==> config.mk <==
export PLATFORM = sky130hd
export DESIGN_NAME = hex8_disp_arbiter_flat
export DESIGN_NICKNAME = d
export VERILOG_FILES = /design/src/rtl/hex8_disp_arbiter_if.sv /design/src/rtl/hex8_disp_arbiter.sv /design/src/flat_wrapper.sv
export SDC_FILE = /design/constraint.sdc
export NUM_CORES = 1
export LEC_CHECK = 0
export CAP_MARGIN = 5
export CORE_MARGIN = 2
export CORE_UTILIZATION = 30
export DETAILED_ROUTE_END_ITERATION = 6
export GPL_TIMING_DRIVEN = 0
export MAX_ROUTING_LAYER = met4
export PLACE_DENSITY = 0.64
export SYNTH_ARGS = -nofsm -noshare
export SYNTH_HDL_FRONTEND = slang
export SYNTH_SLANG_ARGS = --single-unit
==> constraint.sdc <==
create_clock -name clk -period 2.9 [get_ports clk]
set_input_delay 0.58 -clock clk [delete_from_list [all_inputs] [get_ports clk]]
set_output_delay 0.58 -clock clk [all_outputs]
set_load 0.005 [all_outputs]
==> src/rtl/hex8_disp_arbiter_if.sv <==
`timescale 1ns/1ps
`default_nettype none
// ============================================================================
//  Module      : hex8_disp_arbiter_if
//  Description : Bundle between the three display requesters and the
//                8-digit hex display arbiter.
//                req       - per-requester level request (bit i = requester i)
//                data0..2  - 8-nibble display word of each requester
//                ack       - one-cycle grant pulse, bit i = requester i
//                disp_data - word driven to the hex display driver
//                disp_en   - display enable (1 = digits lit)
//                owner     - current owner index, meaningful with owner_valid
//                owner_valid - high while a requester is being shown
//                Modport master = requester side, slave = arbiter side.
//  Revision    : 1.0  initial release
// ============================================================================
interface hex8_disp_arbiter_if;
    logic [2:0]  req;
    logic [31:0] data0;
    logic [31:0] data1;
    logic [31:0] data2;
    logic [2:0]  ack;
    logic [31:0] disp_data;
    logic        disp_en;
    logic [1:0]  owner;
    logic        owner_valid;

    modport master (
        output req, data0, data1, data2,
        input  ack, disp_data, disp_en, owner, owner_valid
    );

    modport slave (
        input  req, data0, data1, data2,
        output ack, disp_data, disp_en, owner, owner_valid
    );
endinterface : hex8_disp_arbiter_if
`default_nettype wire

==> src/rtl/hex8_disp_arbiter.sv <==
`timescale 1ns/1ps
`default_nettype none
// ============================================================================
//  Module      : hex8_disp_arbiter
//  Description : Shares one 8-digit hex display between three requesters.
//                A free-running prescaler produces a 1 ms tick; the owner is
//                shown for DWELL_MS ticks, followed by a BLANK_MS tick gap
//                when another requester is waiting. Grants are round-robin.
//  Ports       : clk     - system clock, rising edge
//                reset_n - asynchronous active-low reset
//                bus     - requester/display bundle (slave modport)
//  Revision    : 1.0  initial release
// ============================================================================
module hex8_disp_arbiter #(
    parameter int CLK_FREQ_HZ = 50_000_000,
    parameter int DWELL_MS    = 1000,
    parameter int BLANK_MS    = 20
) (
    input  wire                clk,
    input  wire                reset_n,
    hex8_disp_arbiter_if.slave bus
);
    localparam int TICK_DIV = CLK_FREQ_HZ / 1000;
    localparam int PW       = (TICK_DIV > 1) ? $clog2(TICK_DIV) : 1;

    localparam logic [PW-1:0] c_presc_last = PW'(TICK_DIV - 1);
    localparam logic [15:0]   c_dwell_last = 16'(DWELL_MS - 1);
    localparam logic [15:0]   c_blank_last = 16'(BLANK_MS - 1);

    typedef enum logic [1:0] {
        S_IDLE  = 2'd0,
        S_SHOW  = 2'd1,
        S_BLANK = 2'd2
    } state_t;

    state_t        state_q, state_d;
    logic [PW-1:0] presc_q, presc_d;
    logic [15:0]   cnt_q, cnt_d;           // dwell or blank tick count
    logic [1:0]    last_q, last_d;         // most recently granted requester
    logic [2:0]    ack_q, ack_d;
    logic [31:0]   disp_data_q, disp_data_d;
    logic          disp_en_q, disp_en_d;
    logic [1:0]    owner_q, owner_d;
    logic          owner_valid_q, owner_valid_d;

    logic          w_tick;
    logic [1:0]    w_cand1, w_cand2, w_gnt_idx;
    logic          w_other_req;
    logic          w_do_grant;

    function automatic logic [1:0] f_inc3(input logic [1:0] idx);
        return (idx == 2'd2) ? 2'd0 : idx + 2'd1;
    endfunction

    function automatic logic [31:0] f_word(input logic [1:0]  idx,
                                           input logic [31:0] d0,
                                           input logic [31:0] d1,
                                           input logic [31:0] d2);
        case (idx)
            2'd0:    return d0;
            2'd1:    return d1;
            default: return d2;
        endcase
    endfunction

    assign w_tick      = (presc_q == c_presc_last);
    assign w_other_req = |(bus.req & ~(3'b001 << owner_q));

    // Search order last+1, last+2, last. When nothing is requesting the
    // result is unused, so falling back to last is harmless.
    always_comb begin
        w_cand1 = f_inc3(last_q);
        w_cand2 = f_inc3(w_cand1);
        if (bus.req[w_cand1]) begin
            w_gnt_idx = w_cand1;
        end else if (bus.req[w_cand2]) begin
            w_gnt_idx = w_cand2;
        end else begin
            w_gnt_idx = last_q;
        end
    end

    always_comb begin
        state_d       = state_q;
        presc_d       = w_tick ? '0 : presc_q + 1'b1;
        cnt_d         = cnt_q;
        last_d        = last_q;
        ack_d         = 3'b000;
        disp_data_d   = disp_data_q;
        disp_en_d     = disp_en_q;
        owner_d       = owner_q;
        owner_valid_d = owner_valid_q;
        w_do_grant    = 1'b0;

        unique case (state_q)
            S_IDLE: begin
                w_do_grant = |bus.req;
            end

            S_SHOW: begin
                // The word follows the owner only while it still requests;
                // after a drop the last shown word is frozen.
                if (bus.req[owner_q]) begin
                    disp_data_d = f_word(owner_q, bus.data0, bus.data1, bus.data2);
                end
                if (w_tick) begin
                    if (cnt_q == c_dwell_last) begin
                        cnt_d = 16'd0;
                        if (w_other_req) begin
                            state_d       = S_BLANK;
                            disp_en_d     = 1'b0;
                            owner_valid_d = 1'b0;
                            disp_data_d   = 32'd0;
                        end else if (!bus.req[owner_q]) begin
                            state_d       = S_IDLE;
                            disp_en_d     = 1'b0;
                            owner_valid_d = 1'b0;
                            disp_data_d   = 32'd0;
                        end
                        // Otherwise the sole requester keeps the display
                        // for another dwell without a new ack.
                    end else begin
                        cnt_d = cnt_q + 16'd1;
                    end
                end
            end

            S_BLANK: begin
                if (w_tick) begin
                    if (cnt_q == c_blank_last) begin
                        cnt_d = 16'd0;
                        if (|bus.req) begin
                            w_do_grant = 1'b1;
                        end else begin
                            state_d = S_IDLE;
                        end
                    end else begin
                        cnt_d = cnt_q + 16'd1;
                    end
                end
            end

            default: begin
                state_d = S_IDLE;
            end
        endcase

        if (w_do_grant) begin
            state_d       = S_SHOW;
            ack_d         = 3'b001 << w_gnt_idx;
            owner_d       = w_gnt_idx;
            owner_valid_d = 1'b1;
            disp_en_d     = 1'b1;
            disp_data_d   = f_word(w_gnt_idx, bus.data0, bus.data1, bus.data2);
            cnt_d         = 16'd0;
            last_d        = w_gnt_idx;
        end
    end

    always_ff @(posedge clk or negedge reset_n) begin
        if (!reset_n) begin
            state_q       <= S_IDLE;
            presc_q       <= '0;
            cnt_q         <= 16'd0;
            last_q        <= 2'd2;
            ack_q         <= 3'b000;
            disp_data_q   <= 32'd0;
            disp_en_q     <= 1'b0;
            owner_q       <= 2'd0;
            owner_valid_q <= 1'b0;
        end else begin
            state_q       <= state_d;
            presc_q       <= presc_d;
            cnt_q         <= cnt_d;
            last_q        <= last_d;
            ack_q         <= ack_d;
            disp_data_q   <= disp_data_d;
            disp_en_q     <= disp_en_d;
            owner_q       <= owner_d;
            owner_valid_q <= owner_valid_d;
        end
    end

    assign bus.ack         = ack_q;
    assign bus.disp_data   = disp_data_q;
    assign bus.disp_en     = disp_en_q;
    assign bus.owner       = owner_q;
    assign bus.owner_valid = owner_valid_q;

endmodule : hex8_disp_arbiter
`default_nettype wire

==> src/flat_wrapper.sv <==
// flat-port wrapper written by rule: the top's interface ports become plain ports
module hex8_disp_arbiter_flat 
#(
    parameter int CLK_FREQ_HZ = 50_000_000,
    parameter int DWELL_MS    = 1000,
    parameter int BLANK_MS    = 20
)
  (clk, reset_n, bus_req, bus_data0, bus_data1, bus_data2, bus_ack, bus_disp_data, bus_disp_en, bus_owner, bus_owner_valid);
  hex8_disp_arbiter_if bus_i ();
  input  wire clk;
  input  wire reset_n;
  input wire logic [$bits(bus_i.req)-1:0] bus_req;
  input wire logic [$bits(bus_i.data0)-1:0] bus_data0;
  input wire logic [$bits(bus_i.data1)-1:0] bus_data1;
  input wire logic [$bits(bus_i.data2)-1:0] bus_data2;
  output wire logic [$bits(bus_i.ack)-1:0] bus_ack;
  output wire logic [$bits(bus_i.disp_data)-1:0] bus_disp_data;
  output wire logic [$bits(bus_i.disp_en)-1:0] bus_disp_en;
  output wire logic [$bits(bus_i.owner)-1:0] bus_owner;
  output wire logic [$bits(bus_i.owner_valid)-1:0] bus_owner_valid;
  assign bus_i.req = bus_req;
  assign bus_i.data0 = bus_data0;
  assign bus_i.data1 = bus_data1;
  assign bus_i.data2 = bus_data2;
  assign bus_ack = bus_i.ack;
  assign bus_disp_data = bus_i.disp_data;
  assign bus_disp_en = bus_i.disp_en;
  assign bus_owner = bus_i.owner;
  assign bus_owner_valid = bus_i.owner_valid;
  hex8_disp_arbiter #(.CLK_FREQ_HZ(CLK_FREQ_HZ), .DWELL_MS(DWELL_MS), .BLANK_MS(BLANK_MS)) u_core (.clk(clk), .reset_n(reset_n), .bus(bus_i));
endmodule
## Word level (Yosys, flattened, before mapping)

Index checks and enable logic that the tools add are counted.

| cells by class | value |
|---|---|
| reduce and logical (&&, ||, !) cells | 12 |
| shifts and indexed selects | 2 |
| $lt $le $gt $ge | 3 |
| $add $sub $neg | 4 |
| bitwise logic cells | 2 |
| mux-type cells | 46 |
| eq/ne operators | 17 |

Operators by type and width:

| operator | count |
|---|---|
| two-way mux 32 bit | 7 |
| case mux 32 bit (2 select lines) | 2 |
| two-way mux 16 bit | 6 |
| adder 16 x 1 -> 16 bit, second input constant | 2 |
| case mux 16 bit (2 select lines) | 1 |
| two-way mux 2 bit | 12 |
| == test 16 x 10 -> 1 bit, second input constant | 1 |
| == test 16 bit, second input constant | 1 |
| == test 16 x 5 -> 1 bit, second input constant | 1 |
| inequality test 3 x 1 -> 1 bit, second input constant | 5 |
| two-way mux 1 bit | 12 |
| < comparator 2 x 3 -> 1 bit, second input constant | 3 |
| AND reduction 7 bit | 1 |
| binary-select mux 1 bit (select 2 bit) | 3 |
| == test 2 x 1 -> 1 bit, second input constant | 3 |
| == test 2 bit, second input constant | 3 |
| zero test 2 bit | 3 |
| case mux 2 bit (3 select lines) | 1 |
| nonzero test 2 bit | 3 |
| OR reduction 3 bit | 2 |
| << shifter 1 x 2 -> 3 bit, first input constant | 2 |
| adder 2 x 1 -> 2 bit, second input constant | 2 |
| inequality test 4 x 2 -> 1 bit, second input constant | 1 |
| AND reduction 4 bit | 1 |
| other kinds (8) | 8 |

| word-level totals | value |
|---|---|
| register bits after elaboration | 74 |
| input bits | 101 |

## Logic depth before layout (Yosys ltp)

Gate-level depths: netlist (run 1).

| logic depth | value |
|---|---|
| depth after elaboration | 11 |
| depth in mapped cells | 9 |

## Least setup slack after synthesis (run 1)

No wires, ideal clock.

| timing | value |
|---|---|
| path kind | input -> register |
| from | input bus_req[0] |
| to | register u_core.cnt_q[8] |
| library setup time | 0.143 ns |
| slack | 0.530 ns |
| stages | 8 |
| arrival time | 2.226 ns |
| data required time | 2.757 ns |
| cell sequence | clkbuf_1 -> or3_1 -> and2_1 -> a211oi_1 -> a22o_1 -> buf_6 -> clkbuf_1 -> o221ai_1 |

| between the ends | value |
|---|---|
| cells in the longest elaborated chain, start to end | 7 |

Ends and longest elaborated chain:

| element | line | text |
|---|---|---|
| start: declaration | flat_wrapper.sv:12 | `input wire logic [$bits(bus_i.req)-1:0] bus_req;` |
| OR reduction 3 bit * | hex8_disp_arbiter.sv:97, hex8_disp_arbiter.sv:132 |  |
| two-way mux 1 bit | hex8_disp_arbiter.sv:132 | `if (\|bus.req) begin` |
| two-way mux 1 bit | hex8_disp_arbiter.sv:130 | `if (cnt_q == c_blank_last) begin` |
| two-way mux 1 bit | hex8_disp_arbiter.sv:129 | `if (w_tick) begin` |
| case mux 1 bit (2 select lines) * | hex8_disp_arbiter.sv:95 | `unique case (state_q)` |
| inequality test 3 x 1 -> 1 bit (no line) / nonzero test 3 bit (equally long branches) | - |  |
| AND reduction 3 bit (no line) | - |  |
| end signal: assignment | hex8_disp_arbiter.sv:174 | `cnt_q <= cnt_d;` |
| end: declaration | hex8_disp_arbiter.sv:38 | `logic [15:0] cnt_q, cnt_d;` |

Mark *: on every way between the ends. The rest lies on a longest branch, timed or not.
A chain may end at the register's enable or synchronous reset.

## Worst setup path in the final report (run 1)

| timing | value |
|---|---|
| from | input bus_req[1] |
| to | register u_core.disp_data_q[5], in the netlist u_core.bus.disp_data[5] |

| between the ends | value |
|---|---|
| cells in the longest elaborated chain, start to end | 9 |

Ends and longest elaborated chain:

| element | line | text |
|---|---|---|
| binary-select mux 1 bit (select 2 bit) | hex8_disp_arbiter.sv:103, hex8_disp_arbiter.sv:114 |  |
| two-way mux 1 bit (not written as such) | hex8_disp_arbiter.sv:103, hex8_disp_arbiter.sv:114 |  |
| two-way mux 32 bit | hex8_disp_arbiter.sv:103 | `if (bus.req[owner_q]) begin` |
| two-way mux 32 bit | hex8_disp_arbiter.sv:114 | `end else if (!bus.req[owner_q]) begin` |
| two-way mux 32 bit | hex8_disp_arbiter.sv:109 | `if (w_other_req) begin` |
| two-way mux 32 bit | hex8_disp_arbiter.sv:107 | `if (cnt_q == c_dwell_last) begin` |
| two-way mux 32 bit | hex8_disp_arbiter.sv:106 | `if (w_tick) begin` |
| two-way mux 32 bit | hex8_disp_arbiter.sv:95 |  |
| two-way mux 32 bit | hex8_disp_arbiter.sv:148 | `if (w_do_grant) begin` |
| end signal: assignment | hex8_disp_arbiter.sv:177 | `disp_data_q <= disp_data_d;` |
| end: declaration | hex8_disp_arbiter.sv:41 | `logic [31:0] disp_data_q, disp_data_d;` |

Several ways; a longest one is shown, not always the timed one. The select of a mux whose other input is x is not followed.

==> results.txt, run 1 <==
- Result of the run: finished, final reports clean
- Setup repair after global routing left no endpoint under its margin.
- Count of mapped cells out of synthesis: 581
- Total power per unit cell area: ~930 nW/um2
* DRC violation total after the first TritonRoute iteration: roughly 420
- Counting along the longest clock path gives a buffer depth of 2.
- Each instance of the synthesized netlist takes up on average 8.45 um2.
- Non-filler cells in the finished layout: 951
* Core Rows: 46
- Counting cells, the worst reg-to-reg path comes to 8.
- The final hold violation count came to 0.
- Kind of start point of the critical path: input port
* Endpoint type of the worst setup path: flip-flop
- The number of global-route vias before repair was roughly 5,000.
- Once the floorplan was initialized, standard cells occupied 30.8% of the core.
* Unique masters post-synth: 53
- Post-route worst hold slack: between 150 and 200 ps
- Peak Freq: approximately 370 MHz
* Detail-routed via count per cell: 5.32
- The critical path in this run is classified as input port to flip-flop.
- Setup TNS after final layout: 0 ps
- Antenna violations before repair: 0
- TritonCTS built the clock tree.
- For this run, design rule violations remaining after detail routing come to 0.
* Router iterations before antenna repair: 5
- The clock period could shrink to about 2700 ps.
- Buffers inserted to repair hold after CTS numbered 0.
* Leakage power: 0.00288 uW
- The region available for standard cell placement spans 15,900 um2.
* ANT nets after route: 0
- Cells with a size suffix above 1 make up approximately 5.9% of the layout.
- Of the synthesized area, sequential elements account for 37.2%.
- Clock-pin slew on the worst setup and hold paths: approximately 60 ps
- After synthesis the cells add up to around 5000 um2.
* Final Slew Violations: 0
* Count of input and output buffers: about 140
- For this run, the post-layout net count is 837.
- Fraction of synthesis flops using an asynchronous set or reset pin: 100%
- DR vias: 5,055
* Post-Syn Nets: 688
- The H-tree generated during clock tree synthesis spans 3 levels.
* Post-layout utilization of the core: 43.3%
- After detailed routing, the average wire length per cell comes to about 17 um.
- Total routing usage reported by global routing: 18.7%
- Total wire length: roughly 16,000 um
* Width of the die: 132 um
* Sinks on Clock Net: 73
- HPWL Detailed: 11,700 um
* Number of enable-type register cells in the synthesized netlist: 0
- Die Footprint: 17,400 um2
- Entering global routing, the biggest net connects 48 pins.
* Post-CTS repair timing setup buffer count: 0
- At the later pin of the worst-skew pair, clock insertion delay measures 340 ps.
- 140 I/O pins were placed.
* Top fanout value on the critical path: 10
- After detailed placement, the total cell area comes to 6590 um2.
- Post-route clock period utilization: 92.8%
- In this run the tightest slew margin relative to its limit is 46.3%.
* Final antenna diode count: 0
- P&R area growth vs syn: 40.4%
- Final-report setup violation count: 0
- The most used flip-flop cell after synthesis is sky130_fd_sc_hd__dfrtp_1.
* Seq cells post-synth: 73
- Final Wtd Congestion: approximately 0.85
- Data on the critical path arrives at its endpoint at 2940 ps.
- In this run the worst hold path is classified as input port to async pin.
- Across the VDD grid, the largest voltage drop is 501 uV.
* YS warnings: 0
- Tightest Pin Transition: 806 ps
- Aggregate global routing overflow: 0
- Post-Route Skew: 8.15 ps
- Max-capacitance violation count: 0
* Vertical die dimension: 132 um
- After routing the design area is 6900 um2.
- The cell sitting at the root of the clock tree is a sky130_fd_sc_hd__clkbuf_16.
* Required @ worst endpoint: 3150 ps
- First-pass GRT wire length: ~26,000 um
- TritonCTS created 9 clock buffers.
- Total instance count after detailed placement: 936
==> cells by family after synthesis <==
family	share of synthesized area [%]
xor gates and xnor gates	2.14
and+or+nand+nor	18.4
DFF	37.2
adders and majority gates	1.53
AOI/OAI and AO/OA	22.1
buffers and inverters	4.48
muxes	14.1
==> state kept, by name, indices dropped and copies added (netlist names) <==
name,cells
u_core.bus.disp_data,32
u_core.state_q,2
u_core.presc_q,16
u_core.bus.disp_en,1
u_core.bus.owner,1
u_core.cnt_q,16
u_core.bus.ack,3
u_core.last_q,2
==> critical path, cell delays in order <==
cell and delay [ps]:
sky130_fd_sc_hd__clkdlybuf4s50_1 530, sky130_fd_sc_hd__or3_1 470, sky130_fd_sc_hd__and2_1 230, sky130_fd_sc_hd__o31ai_1 480, sky130_fd_sc_hd__clkbuf_2 360, sky130_fd_sc_hd__o22ai_1 130, sky130_fd_sc_hd__o22ai_1 150
==> stage by stage <==
step	power [uW]	worst slack (ps)
after floorplan	3850	530
after global placement	5260	-1450
after detailed placement	5300	-359
after CTS	6460	39.1
after global routing	6930	32.0
final	6430	208
==> synth_stat cells, drive strengths merged (7+ instances only) <==
cell type	count	area share [%]
nand3	15	1.5
buf	15	1.6
nand4	7	0.89
nor2	57	4.4
o31ai	8	1.2
mux2i	68	14
dfrtp	72	37
xor2	8	1.4
a21oi	35	3.6
o21ai	57	5.8
nand2	61	4.7
inv	9	0.69
o22ai	65	8.3
clkbuf	29	2.2
==> report_power, final <==
part	switching (uW)	internal [uW]
logic	2050	1700
registers	209	1340
clock network	444	687
total	2700	3730
==> worst paths after layout <==
path | start | end | slack (ps)
setup reg to reg | u_core.bus.owner[1]$_DFFE_PN0P_ | u_core.bus.disp_data[1]$_DFFE_PN0P_ | 280
setup / recovery | bus_req[1] | u_core.bus.disp_data[5]$_DFFE_PN0P_ | 210
hold reg to reg | u_core.presc_q[5]$_DFF_PN0_ | u_core.presc_q[5]$_DFF_PN0_ | 490
max in group asynchronous | reset_n | u_core.presc_q[4]$_DFF_PN0_ | 2180
min in group clk | u_core.presc_q[5]$_DFF_PN0_ | u_core.presc_q[5]$_DFF_PN0_ | 490
hold / removal | reset_n | u_core.bus.ack[1]$_DFF_PN0_ | 160
==> cell type report <==
class,count,area (um2)
multi-input cells,455,2860
repair buffers,139,1410
inverters,9,33.8
clock inverters,5,55.1
well taps,216,270
clock buffers,11,243
plain buffers,43,195
fillers,1622,9050
flip-flops and latches,73,1830
==> cells in the final DEF, fill, tap and decap left out, types with 4 or more instances in the layout <==
| cell type | n |
|---|---|
| sky130_fd_sc_hd__nand2_1 | 61 |
| sky130_fd_sc_hd__nand4_1 | 7 |
| sky130_fd_sc_hd__ha_1 | 6 |
| sky130_fd_sc_hd__o21a_1 | 4 |
| sky130_fd_sc_hd__nand2b_1 | 5 |
| sky130_fd_sc_hd__o21ai_1 | 9 |
| sky130_fd_sc_hd__mux2i_1 | 68 |
| sky130_fd_sc_hd__o31ai_1 | 8 |
| sky130_fd_sc_hd__and3_1 | 6 |
| sky130_fd_sc_hd__nor2b_1 | 5 |
| sky130_fd_sc_hd__clkbuf_2 | 8 |
| sky130_fd_sc_hd__o22ai_1 | 65 |
| sky130_fd_sc_hd__nor2_1 | 57 |
| sky130_fd_sc_hd__xor2_1 | 8 |
| sky130_fd_sc_hd__clkdlybuf4s50_1 | 137 |
| sky130_fd_sc_hd__nand3_1 | 15 |
| sky130_fd_sc_hd__a21oi_1 | 35 |
| sky130_fd_sc_hd__inv_1 | 9 |
| sky130_fd_sc_hd__and4_1 | 5 |
| sky130_fd_sc_hd__buf_2 | 7 |
| sky130_fd_sc_hd__o21ai_0 | 48 |
| sky130_fd_sc_hd__dfrtp_1 | 72 |
| sky130_fd_sc_hd__clkbuf_1 | 23 |
| sky130_fd_sc_hd__clkbuf_16 | 9 |
| sky130_fd_sc_hd__xnor2_1 | 4 |
==> repair_timing <==
action	CTS	global route
endpoints found under the hold margin	0	0
setup endpoints to repair	2	39
gates resized for setup	2	14
pin swaps	0	0
==> metal layers <==
| metal | GRT usage (%) | part of all wire [%] | wire, um | up-vias |
|---|---|---|---|---|
| met3 | 3.69 | 6.1 | 968 | 28 |
| met5 | - | 0 | 0 | - |
| met4 | 7.67 | 2.3 | 358 | 0 |
| met1 | 23.8 | 45 | 7090 | 2396 |
| li1 | - | - | - | 2451 |
| met2 | 29.0 | 47 | 7360 | 180 |
(Power assumes the default switching activity.)
==> run 2, diff against run 1 <==
- CAP_MARGIN: 5 -> default
- HOLD_SLACK_MARGIN: default -> 0.05
==> results of run 2 <==
Same layout as run 1: the final DEF is identical, and so are final timing and power.
==> run 3, diff against run 2 <==
- MAX_ROUTING_LAYER: met4 -> default
==> run 3 against run 2 <==
Compared with the run above:
- utilization hardly changed
- flip-flop and latch count did not move
- register-to-register slack about the same
- global-route usage fell by 0.53 points
==> results.txt, run 3 (synthesis gave the netlist of run 1 again) <==
* Result of the run: finished, final reports clean
* Aggregate global routing overflow: 0
- Final antenna diode count: 0
* Layout fillers: 1,622
- The root buffer cell chosen for the clock tree is sky130_fd_sc_hd__clkbuf_16.
- DRC violation total after the first TritonRoute iteration: 395
* Endpoint type of the worst setup path: flip-flop
* Pin count of the biggest net entering global routing: 48
* Count of input and output buffers: about 140
- In this run the tightest slew margin relative to its limit is 46.3%.
- Final-report setup violation count: 0
- By startpoint and endpoint, the worst setup path is classified as input port to flip-flop.
- Tightest Pin Transition: ~810 ps
- Total power: 6440 uW
- The total area inside the core boundary comes to 15,900 um2.
* Reg2reg start: u_core.bus.owner[1]$_DFFE_PN0P_
- ANT nets after route: 0
- Leading cell type in the layout, fill and taps excluded: sky130_fd_sc_hd__clkdlybuf4s50_1
- Time the worst path needs with I/O delays and setup: between 2000 and 3000 ps
- The finished cells cover 6890 um2.
- Die Footprint: 17,400 um2
- Including well taps, the total number of placed cells is 936.
- Latest clock arrival within the worst-skew pair: 350 ps
- The number of global-route vias before repair came to 4,983.
- Largest vdd supply drop: 503 uV
- Summing all multi-input logic gate instances after layout gives approximately 2900 um2.
- Clock tree from TritonCTS: yes
- The register with the most flip-flops in the layout has 32 of them.
* Total power per unit cell area: roughly 930 nW/um2
* Nets: 837
* First-pass GRT wire length: 25,600 um
- For the worst setup path, the data arrival time is 2950 ps.
- H-tree depth reported by CTS: 3
- Based on the critical path, the design can be clocked at up to 371 MHz.
- Between clock sinks in the finished design, the worst skew comes to 8.41 ps.
* Start point of the critical path: bus_req[1]
* Fraction of layout cells with a size suffix above 1: 5.71%
- P&R area growth vs syn: 40.3%
- RSZ-0062 raised after global routing: false
- The library cells used most frequently in the layout, excluding fill and tap cells, are sky130_fd_sc_hd__clkdlybuf4s50_1, sky130_fd_sc_hd__dfrtp_1, sky130_fd_sc_hd__mux2i_1, sky130_fd_sc_hd__o22ai_1, sky130_fd_sc_hd__nand2_1.
- Counting the buffers created by CTS gives 9.
- Top fanout value on the critical path: 10
- In this run the count of I/O pins placed on the die edge is 140.
- Starting Density: 30.8%
- Sequential standard cell area: 1830 um2
- Dividing the detail-routed via count by the number of cells gives 5.32.
- The congestion estimate from routability-driven global placement came to ~0.84.
- Post-route worst hold slack: 158 ps
* DR vias: between 5,000 and 6,000
* Leakage power: approximately 0.0029 uW
- Required @ worst endpoint: 3150 ps
- Non-filler cells in the finished layout: 951
* Core Rows: 46
* Width of the die: around 130 um
* HPWL Detailed: 11,700 um
* Final hold vios: 0
- The first detailed-routing pass ran for 5 iterations.
* Vertical die dimension: 132 um
- Number of buffers on the longest clock path: 2
* Total wire length: 15,700 um
- # DRC: 0
- Max-cap violations in this run came to 0.
* Dpl cell area: 6590 um2
* Total routing usage reported by global routing: 18.1%
- Final Slew Violations: 0
* Worst hold-check path type: input port to async pin
* Antenna violations before repair: 0
* Kind of start point of the critical path: input port
* Mean routed wirelength per cell: 16.5 um
- Clock-pin slew on the worst setup and hold paths: 60 ps
- Sinks on Clock Net: 73
* Post-route clock period utilization: 93.0%
## run 3: cell counts in the layout (fill, tap and decap cells not counted)
Identical to the previous run, type by type.
## run 3: critical path: stages
cell                              delay, ps
sky130_fd_sc_hd__clkdlybuf4s50_1        530
sky130_fd_sc_hd__or3_1                  470
sky130_fd_sc_hd__and2_1                 230
sky130_fd_sc_hd__o31ai_1                490
sky130_fd_sc_hd__clkbuf_2               360
sky130_fd_sc_hd__o22ai_1                130
sky130_fd_sc_hd__o22ai_1                150
## run 3: worst paths after layout
kind	to	slack [ps]	cells after the start
min in group clk	u_core.presc_q[5]$_DFF_PN0_	490	1
max reg2reg	u_core.bus.disp_data[1]$_DFFE_PN0P_	270	8
min	u_core.bus.disp_data[24]$_DFFE_PN0P_	160	1
min reg2reg	u_core.presc_q[5]$_DFF_PN0_	490	1
max in group asynchronous	u_core.presc_q[4]$_DFF_PN0_	2190	2
max	u_core.bus.disp_data[5]$_DFFE_PN0P_	200	7
## run 3: cell type report
type	count	share of cell area, %
Timing Repair Buffer	139	20.4
Buffer	43	2.81
Tap cell	216	3.92
Clock buffer	11	3.52
Clock inverter	5	0.799
Sequential cell	73	26.5
Multi-Input combinational cell	455	41.5
Inverter	9	0.490
## run 3: layer usage
metal  vias up  GRT usage, %  routed length, um
met1      2388          23.4               6910
met3        25          4.34               1120
li1       2451             -                  -
met4         0          7.67                350
met5         -             0                  0
met2       200          29.0               7350
## run 3: through the flow
step	setup TNS, ps	util, %	worst slack (ps)
finish	0	43.2	203
floorplan	0	-	530
CTS	0	43.2	39.1
global route	0	43.2	0.820
global placement	-117200	41.2	-1450
detailed placement	-12540	41.3	-359
## run 3: repair_timing
item | 4_1_cts | 5_1_grt
hold buffers | 0 | 0
gates resized for setup | 2 | 12
setup endpoints to repair | 2 | 40
buffers inserted | 0 | 0
gates cloned | 0 | 0
endpoints found under the hold margin | 0 | 0
## run 3: report_power, final
part | switching, uW | leakage (uW) | internal, uW
Combinational | 2050 | 0.00181 | 1700
Sequential | 210 | 0.000927 | 1340
Clock | 446 | 0.000142 | 687
